[src/rtl/hilo_mdu_if.sv]
// Command and result bundle between the instruction decoder and the HI/LO multiply unit.
// The master drives commands and abort; the slave returns the stall, completion and HI/LO values.
interface hilo_mdu_if #(
   parameter int WIDTH = 32
);
   logic             start;
   logic [1:0]       op;
   logic [WIDTH-1:0] rs_data;
   logic [WIDTH-1:0] rt_data;
   logic             abort;
   logic             busy;
   logic             done;
   logic [WIDTH-1:0] hi;
   logic [WIDTH-1:0] lo;

   modport master (
      output start, op, rs_data, rt_data, abort,
      input  busy, done, hi, lo
   );

   modport slave (
      input  start, op, rs_data, rt_data, abort,
      output busy, done, hi, lo
   );
endinterface

[src/rtl/hilo_mdu.sv]
// HI/LO register pair with a radix-2 shift-add multiplier (MULT/MULTU) and MTHI/MTLO writes.
// A multiply takes WIDTH CALC cycles plus one FIN cycle; busy stalls the pipeline meanwhile.
module hilo_mdu #(
   parameter int WIDTH = 32
) (
   input logic       clk,
   input logic       rst_n,
   hilo_mdu_if.slave mdu
);

   localparam int CW = $clog2(WIDTH) + 1;
   localparam logic [WIDTH-1:0]   ONE  = WIDTH'(1);
   localparam logic [2*WIDTH-1:0] ONE2 = (2*WIDTH)'(1);

   typedef enum logic [1:0] {IDLE, CALC, FIN} state_t;

   state_t             state;
   logic [CW-1:0]      count;
   logic [WIDTH-1:0]   mcand;
   logic [WIDTH-1:0]   mplier;
   logic [2*WIDTH-1:0] acc;
   logic               neg_flag;
   logic [WIDTH-1:0]   hi_q;
   logic [WIDTH-1:0]   lo_q;
   logic               busy_q;
   logic               done_q;

   logic [WIDTH-1:0]   rs_mag;
   logic [WIDTH-1:0]   rt_mag;
   logic [WIDTH:0]     sum;
   logic [2*WIDTH-1:0] product;

   // Magnitudes of 0x80..0 wrap back to 0x80..0, which is the correct unsigned magnitude.
   always_comb begin
      rs_mag  = mdu.rs_data[WIDTH-1] ? (~mdu.rs_data + ONE) : mdu.rs_data;
      rt_mag  = mdu.rt_data[WIDTH-1] ? (~mdu.rt_data + ONE) : mdu.rt_data;
      sum     = {1'b0, acc[2*WIDTH-1:WIDTH]} + {1'b0, (mplier[0] ? mcand : '0)};
      product = neg_flag ? (~acc + ONE2) : acc;
   end

   always_ff @(posedge clk or negedge rst_n) begin
      if (!rst_n) begin
         state    <= IDLE;
         count    <= '0;
         mcand    <= '0;
         mplier   <= '0;
         acc      <= '0;
         neg_flag <= 1'b0;
         hi_q     <= '0;
         lo_q     <= '0;
         busy_q   <= 1'b0;
         done_q   <= 1'b0;
      end else begin
         done_q <= 1'b0;
         case (state)
            IDLE: begin
               if (mdu.start && !mdu.abort) begin
                  case (mdu.op)
                     2'b10: hi_q <= mdu.rs_data;
                     2'b11: lo_q <= mdu.rs_data;
                     2'b00: begin
                        mcand    <= rs_mag;
                        mplier   <= rt_mag;
                        neg_flag <= mdu.rs_data[WIDTH-1] ^ mdu.rt_data[WIDTH-1];
                        acc      <= '0;
                        count    <= '0;
                        state    <= CALC;
                        busy_q   <= 1'b1;
                     end
                     default: begin
                        mcand    <= mdu.rs_data;
                        mplier   <= mdu.rt_data;
                        neg_flag <= 1'b0;
                        acc      <= '0;
                        count    <= '0;
                        state    <= CALC;
                        busy_q   <= 1'b1;
                     end
                  endcase
               end
            end
            CALC: begin
               if (mdu.abort) begin
                  state  <= IDLE;
                  busy_q <= 1'b0;
               end else begin
                  // The carry out of the add becomes the new top bit after the shift.
                  acc    <= {sum, acc[WIDTH-1:1]};
                  mplier <= mplier >> 1;
                  count  <= count + 1'b1;
                  if (count == CW'(WIDTH - 1)) begin
                     state <= FIN;
                  end
               end
            end
            FIN: begin
               state  <= IDLE;
               busy_q <= 1'b0;
               if (!mdu.abort) begin
                  hi_q   <= product[2*WIDTH-1:WIDTH];
                  lo_q   <= product[WIDTH-1:0];
                  done_q <= 1'b1;
               end
            end
            default: begin
               state  <= IDLE;
               busy_q <= 1'b0;
            end
         endcase
      end
   end

   assign mdu.busy = busy_q;
   assign mdu.done = done_q;
   assign mdu.hi   = hi_q;
   assign mdu.lo   = lo_q;

endmodule

[src/flat_wrapper.sv]
// flat-port wrapper written by rule: the top's interface ports become plain ports
module hilo_mdu_flat 
#(
   parameter int WIDTH = 32
)
  (clk, rst_n, mdu_start, mdu_op, mdu_rs_data, mdu_rt_data, mdu_abort, mdu_busy, mdu_done, mdu_hi, mdu_lo);
  hilo_mdu_if #(.WIDTH(WIDTH)) mdu_i ();
  input logic clk;
  input logic rst_n;
  input wire logic [$bits(mdu_i.start)-1:0] mdu_start;
  input wire logic [$bits(mdu_i.op)-1:0] mdu_op;
  input wire logic [$bits(mdu_i.rs_data)-1:0] mdu_rs_data;
  input wire logic [$bits(mdu_i.rt_data)-1:0] mdu_rt_data;
  input wire logic [$bits(mdu_i.abort)-1:0] mdu_abort;
  output wire logic [$bits(mdu_i.busy)-1:0] mdu_busy;
  output wire logic [$bits(mdu_i.done)-1:0] mdu_done;
  output wire logic [$bits(mdu_i.hi)-1:0] mdu_hi;
  output wire logic [$bits(mdu_i.lo)-1:0] mdu_lo;
  assign mdu_i.start = mdu_start;
  assign mdu_i.op = mdu_op;
  assign mdu_i.rs_data = mdu_rs_data;
  assign mdu_i.rt_data = mdu_rt_data;
  assign mdu_i.abort = mdu_abort;
  assign mdu_busy = mdu_i.busy;
  assign mdu_done = mdu_i.done;
  assign mdu_hi = mdu_i.hi;
  assign mdu_lo = mdu_i.lo;
  hilo_mdu #(.WIDTH(WIDTH)) u_core (.clk(clk), .rst_n(rst_n), .mdu(mdu_i));
endmodule
[config.mk]
export PLATFORM = sky130hd
export DESIGN_NAME = hilo_mdu_flat
export DESIGN_NICKNAME = d
export VERILOG_FILES = /design/src/rtl/hilo_mdu_if.sv /design/src/rtl/hilo_mdu.sv /design/src/flat_wrapper.sv
export SDC_FILE = /design/constraint.sdc
export NUM_CORES = 1
export LEC_CHECK = 0
export ABC_AREA = 1
export ABC_CLOCK_PERIOD_IN_PS = 3700
export CAP_MARGIN = 30
export CELL_PAD_IN_SITES_DETAIL_PLACEMENT = 1
export CELL_PAD_IN_SITES_GLOBAL_PLACEMENT = 2
export CORE_MARGIN = 2
export CORE_UTILIZATION = 35
export CTS_CLUSTER_DIAMETER = 30
export CTS_CLUSTER_SIZE = 14
export DETAILED_ROUTE_END_ITERATION = 7
export PLACE_DENSITY = 0.83
export RECOVER_POWER = 100
export SLEW_MARGIN = 15
export SYNTH_ARGS = -nofsm -noshare
export SYNTH_HDL_FRONTEND = slang
export SYNTH_SLANG_ARGS = --single-unit
[constraint.sdc]
create_clock -name clk -period 3.7 [get_ports clk]
set_clock_uncertainty 0.05 [all_clocks]
set_input_delay 0.74 -clock clk [delete_from_list [all_inputs] [get_ports clk]]
set_output_delay 0.74 -clock clk [all_outputs]
set_load 0.02 [all_outputs]
Yosys cells after proc, flatten, opt, wreduce, memory -nomap -nowiden
Index checks and enable logic that the tools add are counted.
{"block": "classes", "bitwise": 5, "n_addsub": 5, "mux": 37, "eq_ne": 13, "n_reduce_logical": 13}
{"operator": "$mux 32", "n": 11}
{"operator": "$pmux 32 s2", "n": 5}
{"operator": "$mux 64", "n": 4}
{"operator": "$pmux 64 s2", "n": 1}
{"operator": "$add 32x1->32 const B", "n": 2}
{"operator": "$add 64x1->64 const B", "n": 1}
{"operator": "$not 32->32", "n": 2}
{"operator": "$not 64->64", "n": 1}
{"operator": "$add 32x32->33", "n": 1}
{"operator": "$mux 6", "n": 3}
{"operator": "$ne 2x2->1 const B", "n": 6}
{"operator": "$pmux 6 s2", "n": 1}
{"operator": "$reduce_and 4->1", "n": 3}
{"operator": "$reduce_and 3->1", "n": 3}
{"operator": "$mux 2", "n": 4}
{"operator": "$add 6x1->6 const B", "n": 1}
{"operator": "$eq 2x2->1 const B", "n": 3}
{"operator": "$eq 6x5->1 const B", "n": 1}
{"operator": "$mux 1", "n": 5}
{"operator": "$logic_not 2->1", "n": 2}
{"operator": "$pmux 1 s2", "n": 2}
{"operator": "$pmux 2 s2", "n": 1}
{"operator": "$reduce_bool 2->1", "n": 2}
{"operator": "$ne 3x2->1 const B", "n": 1}
{"operator": "7 further kinds", "n": 7}
{"block": "totals", "input_bits": 70, "ff_bits": 203}

Depth between registers and ports, before layout
Gate-level depths: netlist (run 1).
{"block": "depth", "word_depth": 6, "depth_mapped": 17}

Least setup slack after synthesis (run 1)
Ideal clock, no wire load.
{"block": "synth_timing", "path_kind": "flip-flop to flip-flop", "start": "register u_core.mplier[0]", "end": "register u_core.acc[59]", "path_slack_ps": 1295, "synth_period_minus_slack_ps": 2405, "arrival_time_ps": 2237, "required_ps": 3532, "path_stages_with_launch": 18, "path_cell_list": "dfrtp_1 > clkbuf_1 > clkbuf_1 > nand2_1 > inv_1 > ha_1 > inv_1 > fa_1 > o21ai_1 > nand2_1 > nand2_1 > nand2_1 > nand2_1 > nand2_1 > nand2_1 > nand2_1 > nand3_1 > nand2_1"}
{"block": "synth_between", "elab_chain_len": 4}
{"element": "start, declared", "line_no": "hilo_mdu.sv:20", "source": "logic [WIDTH-1:0] mplier;"}
{"element": "start signal, assigned", "line_no": "hilo_mdu.sv:63", "source": "mplier <= rt_mag;"}
{"element": "start signal, assigned", "line_no": "hilo_mdu.sv:72", "source": "mplier <= mdu.rt_data;"}
{"element": "start signal, assigned", "line_no": "hilo_mdu.sv:89", "source": "mplier <= mplier >> 1;"}
{"element": "$mux 32", "line_no": "hilo_mdu.sv:37", "source": "sum = {1'b0, acc[2*WIDTH-1:WIDTH]} + {1'b0, (mplier[0] ? mcand : '0)};"}
{"element": "$add 32x32->33", "line_no": "hilo_mdu.sv:37"}
{"element": "$mux 64", "line_no": "hilo_mdu.sv:83", "source": "if (mdu.abort) begin"}
{"element": "$pmux 64 s2", "line_no": "hilo_mdu.sv:55", "source": "case (state)"}
{"element": "end signal, assigned", "line_no": "hilo_mdu.sv:88", "source": "acc <= {sum, acc[WIDTH-1:1]};"}
{"element": "end, declared", "line_no": "hilo_mdu.sv:21", "source": "logic [2*WIDTH-1:0] acc;"}
Every way passes these cells. The select of a mux whose other input is x is not followed.
A chain may end at the register's enable or synchronous reset.

Worst setup path in the final report (run 1)
{"block": "layout_timing", "start": "register u_core.state[1]", "end": "register u_core.hi_q[13], in the netlist u_core.mdu.hi[13]"}
{"block": "layout_between", "elab_chain_len": 3, "word_cells_on_any_way": 8}
{"element": "start, declared", "line_no": "hilo_mdu.sv:17", "source": "state_t state;"}
{"element": "start signal, assigned", "line_no": "hilo_mdu.sv:43", "source": "state <= IDLE;"}
{"element": "start signal, assigned", "line_no": "hilo_mdu.sv:67", "source": "state <= CALC;"}
{"element": "start signal, assigned", "line_no": "hilo_mdu.sv:76", "source": "state <= CALC;"}
{"element": "$eq 2x2->1 / $logic_not 2->1 (equally long branches)", "line_no": "hilo_mdu.sv:55"}
{"element": "$ne 2x2->1 (no line) (tied with other cells)"}
{"element": "$reduce_and 4->1 (no line)"}
{"element": "end signal, assigned", "line_no": "hilo_mdu.sv:59", "source": "2'b10: hi_q <= mdu.rs_data;"}
{"element": "end signal, assigned", "line_no": "hilo_mdu.sv:100", "source": "hi_q <= product[2*WIDTH-1:WIDTH];"}
{"element": "end, declared", "line_no": "hilo_mdu.sv:23", "source": "logic [WIDTH-1:0] hi_q;"}
Parallel ways exist; a longest one is shown, timed or not.

==> results_dict.tcl, run 1 <==
set metrics [dict create \
    violations "max-capacitance violations, max-slew violations" \
    io_pins 136 \
    final_layout_size_suffix_gt1_share_pct 6.794 \
    p_comb_share_pct 50.3 \
    synth_nets 2321 \
    antenna_found_initial 0 \
    critPathBufInv 4 \
    dr_wl_met2_mm 28.38 \
    cts_hold_buf 0 \
    holdPathStages 2 \
    drtIter0Drc 815 \
    run_status "finished with violations" \
    grt_pass1_vias 16500 \
    p_int_uw 10210 \
    wirelength_mm 59.42 \
    irDropWorstVdd_mv 0.3483 \
    timing.slew.headroom_pct -18.50 \
    cts_buffers 66 \
    cts-root-buf "clkbuf_16" \
    synth.area.top_cells "dfrtp_1, nand2_1, nor2_1, inv_1, nand3_1" \
    grt_max_degree 75 \
    cp_data_arrival_time_ns 3.54 \
    rsz0062_at_grt "no" \
    ys_seq_area_share_pct 35.50 \
    post-route-min-period_ns 3.157 \
    async_flop_share_pct 100.0 \
    cts_buffer_depth 3 \
    cts_sinks 203 \
    final.setup.tns_ns 0 \
    wl_met1_mm 26.63 \
    syn_area_um2 14310 \
    avgSynthCellArea_um2 6.464 \
    min_from "u_core.mdu.lo[3]" \
    crit_path_end_kind "flop" \
    htree_levels 3 \
    core_area_um2 40550 \
    power_switching_uw 9278 \
    cts_tree "yes" \
    multi_input_comb_area_um2 7921 \
    synth-seq-cells 203 \
    fillers 5262 \
    die_y_um 206.2 \
    vias_per_cell 5.274 \
    hold_path_end "u_core.mdu.lo[3]" \
    grt_pass1_wl_mm 92.63 \
    crit_required_ns 4.09 \
    p_leak_uw 0.008876 \
    dp_hpwl_mm 45.35 \
    io_buffers 135 \
    timing.final.crit_share_pct 85.31 \
    area.growth.synth_to_final_pct 28.00 \
    drc 0 \
    dpl_cell_area_um2 16210 \
    overflow 0 \
    sequentialPowerShare_pct 21.6 \
    final_max_slew_viol_count 63 \
    postCtsSetupBuffers 0 \
    synth_area_leader_cell "dfrtp_1" \
    pwr-share-clk_pct 28.0 \
    powerDensity_nw_per_um2 1064 \
    clk_pin_slew_ns 0.04 \
    synth_ff_type "dfrtp_1" \
    max_freq_ghz 0.3168 \
    ff2ff_path_depth 9 \
    drtPass1Iterations 5 \
    rows 74 \
    cp_slowest_cell "inv_1" \
    antenna_left 0 \
    antenna_cells 0 \
    timing.rr.start "u_core.state[1]" \
    ys_types 46 \
    finalHoldViolCount 0 \
    criticalPathCategory "reg -> reg" \
    yosysWarnings 0 \
    synth_top_area_share_pct 35.50 \
    rrSetupSlack_ns 0.54 \
    critPathLaunchType "flop" \
    place_congestion 0.9064 \
    synth_edf_count 0 \
    syn_inst 2214 \
    num_vias 15540 \
    p_sw_share_pct 47.62 \
    ctsResizeCount 0 \
    insertion_delay_ns 0.57 \
    fin_util_pct 45.17 \
    seq_area_um2 5080 \
    setup_viol 0 \
    crit_chain "inv_1 > nor2_2 > inv_1 > nor2_4 > inv_1 > nand2_1 > inv_1 > nor2_1 > a21oi_1" \
    top_layer "met4" \
    cpMostUsedCell "inv_1" \
    r2r_end "u_core.mdu.hi[13]" \
    grt_usage_pct 28.41 \
    hold_class "reg -> reg" \
    critPathMaxFanout 32 \
    whs_ns 0.4268 \
    routed-wl-met3_mm 1.861 \
    fin_nets 2475 \
    crit_family "buffers and inverters" \
    slowest_delay_ns 0.59 \
    die-area_um2 42520 \
    tightest_slew_ns 1.778 \
    final_area_um2 18320 \
    cap_violations 1 \
    die_w_um 206.2 \
    start_util_pct 35.29 \
    wl_per_cell_um 20.17 \
]
==> area by class of cell <==
cell class | count | area share, %
Clock inverter | 16 | 0.8674
Tap cell | 532 | 3.634
Multi-Input combinational cell | 1682 | 43.24
Timing Repair Buffer | 157 | 8.278
Sequential cell | 203 | 27.73
Inverter | 258 | 5.287
Clock buffer | 98 | 10.96
==> power groups by stage <==
stage	clock network [uW]	logic [uW]	registers, uW
detailed placement	0	9910	4220
global placement	0	9670	4200
CTS	5540	10000	4220
global route	5670	11000	4350
finish	5460	9800	4220
floorplan	0	6120	4290
==> cell usage after synthesis (3+ instances only) <==
master and instances:
nand2_1 590, nor2_1 376, inv_1 241, dfrtp_1 203
nand3_1 164, a21oi_1 153, o21ai_0 107, o21ai_1 44
o22ai_1 37, ha_1 36, buf_2 30, xor2_1 30
nand4_1 25, nor3_1 25, clkbuf_1 23, inv_2 16
buf_1 13, nand3b_1 12, a31oi_1 9, nor2_2 8
nor2_4 7, o211ai_1 6, o221ai_1 6, or2_2 6
or2_1 5, o21ai_2 4, o21bai_1 4, o31ai_1 4
a21boi_0 3, buf_6 3, nand2_2 3, o21a_1 3
==> worst max path at each step <==
stage	startpoint	end	slack (ns)	depth (start not counted)
global route	u_core.state[1]	u_core.mdu.hi[13]	0.36	9
finish	u_core.state[1]	u_core.mdu.hi[13]	0.54	9
detailed placement	mdu_rs_data[1]	u_core.mcand[26]	0.60	10
CTS	u_core.mplier[0]	u_core.acc[61]	0.84	15
global placement	mdu_rs_data[0]	u_core.mcand[30]	0.66	10
floorplan	u_core.mplier[0]	u_core.acc[59]	1.30	17
==> layout by cell type (no fill, tap or decap), types with 4 or more instances in the layout <==
cell type        netlist  routed
nand2_1              590     591
nor2_1               376     376
inv_1                241     246
dfrtp_1              203     203
nand3_1              164     164
a21oi_1              153     153
o21ai_0              107     132
clkbuf_16              0      71
dlygate4sd3_1          0      68
clkdlybuf4s50_1        0      66
o22ai_1               37      37
ha_1                  36      36
xor2_1                30      30
nor3_1                25      25
nand4_1               25      25
o21ai_1               44      19
buf_4                  2      17
clkbuf_1              23      16
clkbuf_8               0      13
nand3b_1              12      12
clkinv_2               0      12
inv_2                 16      11
nor2_2                 8       9
a31oi_1                9       9
nor2_4                 7       6
o211ai_1               6       6
or2_2                  6       6
o221ai_1               6       6
or2_1                  5       4
o21bai_1               4       4
o21ai_2                4       4
o31ai_1                4       4
==> cells by family after synthesis <==
group	Yosys count	synth area share, %
and+or+nand+nor	1230	35.66
AOI/OAI and AO/OA	384	14.56
buffers and inverters	329	9.101
DFF	203	35.50
adders and majority gates	37	3.287
xor gates and xnor gates	31	1.897
==> stage by stage <==
step           std cells  worst slack, ns  total power, uW
6_report            2946           0.5435            19490
5_1_grt             2946           0.3612            20990
4_1_cts             2946           0.8356            19770
3_5_place_dp        2832           0.5995            14130
3_3_place_gp        2832           0.6574            13870
2_1_floorplan       2214            1.295            10410
==> state kept, by name, indices dropped and copies added (netlist names) <==
name,cells
u_core.count,6
u_core.mdu.hi,32
u_core.mdu.lo,32
u_core.neg_flag,1
u_core.mdu.busy,1
u_core.state,2
u_core.mdu.done,1
u_core.mcand,32
u_core.acc,64
u_core.mplier,32
==> per-layer routing <==
metal | up-vias | GRT usage, %
met3 | 132 | 3.548
met5 | - | 0
li1 | 7494 | -
met1 | 7619 | 36.46
met2 | 292 | 47.46
met4 | 0 | 13.39
==> worst reg2reg max path, stage by stage, from the launching register on <==
cell and delay, ns:
dfrtp_1 0.38, inv_1 0.10, nor2_2 0.46, inv_1 0.60, nor2_4 0.22, inv_1 0.10
nand2_1 0.10, inv_1 0.54, nor2_1 0.38, a21oi_1 0.11
Note: power is estimated with default switching activity, not from simulation.
==> inputs of run 2 (changes only) <==
Settings changed: PLACE_DENSITY 0.83 to 0.84, SKIP_LAST_GASP from default to 1.
==> results_dict.tcl, run 2 (same netlist as run 1, synthesis figures left out) <==
set metrics [dict create \
    grt_max_degree 75 \
    crit_path_end_kind "flop" \
    cts_hold_buf 0 \
    multi_input_comb_area_um2 7894 \
    p_int_uw 10040 \
    irDropWorstVdd_mv 0.3883 \
    num_vias 15550 \
    max_freq_ghz 0.3153 \
    critPathMaxFanout 33 \
    antenna_found_initial 0 \
    timing.rr.start "u_core.state[0]" \
    final.setup.tns_ns 0 \
    timing.slew.headroom_pct -39.51 \
    crit_required_ns 4.11 \
    power_switching_uw 9256 \
    slowest_delay_ns 0.76 \
    grt_pass1_wl_mm 91.68 \
    drtPass1Iterations 5 \
    holdPathStages 2 \
    rows 74 \
    p_comb_share_pct 50.7 \
    final_cell_mix "nand2_1, nor2_1, inv_1" \
    cp_slowest_cell "clkbuf_1" \
    min_from "u_core.mcand[23]" \
    wl_per_cell_um 20.12 \
    overflow 0 \
    die_y_um 206.2 \
    htree_levels 2 \
    cts_buffer_depth 3 \
    hold_path_end "u_core.mcand[23]" \
    fin_util_pct 44.86 \
    core_area_um2 40550 \
    start_util_pct 35.29 \
    finalPower_uw 19300 \
    final_layout_size_suffix_gt1_share_pct 6.359 \
    powerDensity_nw_per_um2 1061 \
    setup_viol 0 \
    finalHoldViolCount 0 \
    cts_tree "yes" \
    fin_nets 2466 \
    p_leak_uw 0.008804 \
    criticalPathCategory "reg -> reg" \
    run_status "finished with violations" \
    post-route-min-period_ns 3.171 \
    vias_per_cell 5.292 \
    clk_pin_slew_ns 0.05 \
    drc 0 \
    pwr-share-clk_pct 27.6 \
    critPathLaunchType "flop" \
    io_pins 136 \
    dp_hpwl_mm 45.44 \
    cts-root-buf "clkbuf_16" \
    final_common_cell "nand2_1" \
    regMostFlops "u_core.acc" \
    largest_register_ffs 64 \
    r2r_end "u_core.acc[49]" \
    drtIter0Drc 898 \
    insertion_delay_ns 0.60 \
    timing.final.crit_share_pct 85.71 \
    postCtsSetupBuffers 0 \
    ff2ff_path_depth 9 \
    final_max_slew_viol_count 69 \
    tightest_slew_ns 2.093 \
    p_sw_share_pct 47.96 \
    violations "max-capacitance violations, max-slew violations" \
    ctsResizeCount 0 \
    crit_chain "inv_1 > nor2_1 > clkbuf_1 > nand2_1 > nand2_1 > inv_2 > clkbuf_2 > nand2_1 > o21ai_0" \
    antenna_left 0 \
    rrSetupSlack_ns 0.53 \
    cap_violations 1 \
    wirelength_mm 59.11 \
    area.growth.synth_to_final_pct 27.11 \
    seq_area_um2 5080 \
    fillers 5169 \
    cpMostUsedCell "nand2_1" \
    grt_pass1_vias 16160 \
    die-area_um2 42520 \
    antenna_cells 0 \
    die_w_um 206.2 \
    cts_buffers 57 \
    cts_sinks 203 \
    grt_usage_pct 28.18 \
    hold_class "reg -> reg" \
    place_congestion 0.9041 \
    io_buffers 135 \
    sequentialPowerShare_pct 21.8 \
    rsz0062_at_grt "no" \
    cp_data_arrival_time_ns 3.58 \
]
==> run 2: cell types whose count changed in the layout (fill, tap and decap cells not counted), moves of 3 or more <==
cell	delta
buf_4	-5
bufinv_16	+8
clkbuf_1	-5
clkbuf_16	-14
clkbuf_2	+5
clkbuf_8	-5
clkinv_2	-5
clkinv_4	+3
clkinvlp_4	+3
inv_1	+3
inv_2	-3
inv_6	+7
==> run 2: power by group through the flow <==
stage / Combinational [uW] / Clock [uW] / Sequential, uW
2_1_floorplan: 6120 / 0 / 4290
3_3_place_gp: 9660 / 0 / 4180
3_5_place_dp: 9890 / 0 / 4220
4_1_cts: 9970 / 5400 / 4210
5_1_grt: 10900 / 5520 / 4330
6_report: 9780 / 5320 / 4200
==> run 2: critical path, delay by kind of cell (launching register included) <==
kind,cells,cell delay (ns)
buffers and inverters,4,1.51
AOI/OAI and AO/OA,1,0.10
DFF,1,0.38
and+or+nand+nor,4,0.98
==> run 2: metrics by stage <==
step / hold slack, ns / instances / area (um^2) / setup WS (ns)
floorplan: 0.3943 / 2214 / 14310 / 1.295
global placement: 0.4155 / 2832 / 16210 / 0.6792
detailed placement: 0.4203 / 2832 / 16210 / 0.6420
CTS: 0.09177 / 2938 / 18280 / 0.9224
global route: 0.4556 / 2938 / 18190 / 0.3222
finish: 0.4285 / 2938 / 18190 / 0.5289
==> run 2: worst max-delay path by stage <==
| stage | from | to | cells past startpoint |
|---|---|---|---|
| finish | u_core.state[0] | u_core.acc[49] | 9 |
| global route | u_core.state[0] | u_core.acc[49] | 9 |
| CTS | u_core.mplier[0] | u_core.acc[46] | 11 |
| detailed placement | mdu_rs_data[0] | u_core.mcand[30] | 11 |
| global placement | mdu_rs_data[0] | u_core.mcand[26] | 10 |
| floorplan | u_core.mplier[0] | u_core.acc[59] | 17 |
==> run 2: per-layer routing <==
metal / global-route usage (%) / wire length, um
met5: 0 / 0
met3: 4.021 / 2408
met1: 36.85 / 26360
met2: 46.75 / 27970
met4: 11.43 / 2363
==> run 2: final cells by class <==
class / count / share of cell area, %
multi-input cells: 1682 / 43.39
flip-flops and latches: 203 / 27.92
inverters: 258 / 5.324
well taps: 532 / 3.659
clock buffers: 73 / 8.611
repair buffers: 157 / 8.316
clock inverters: 33 / 2.772
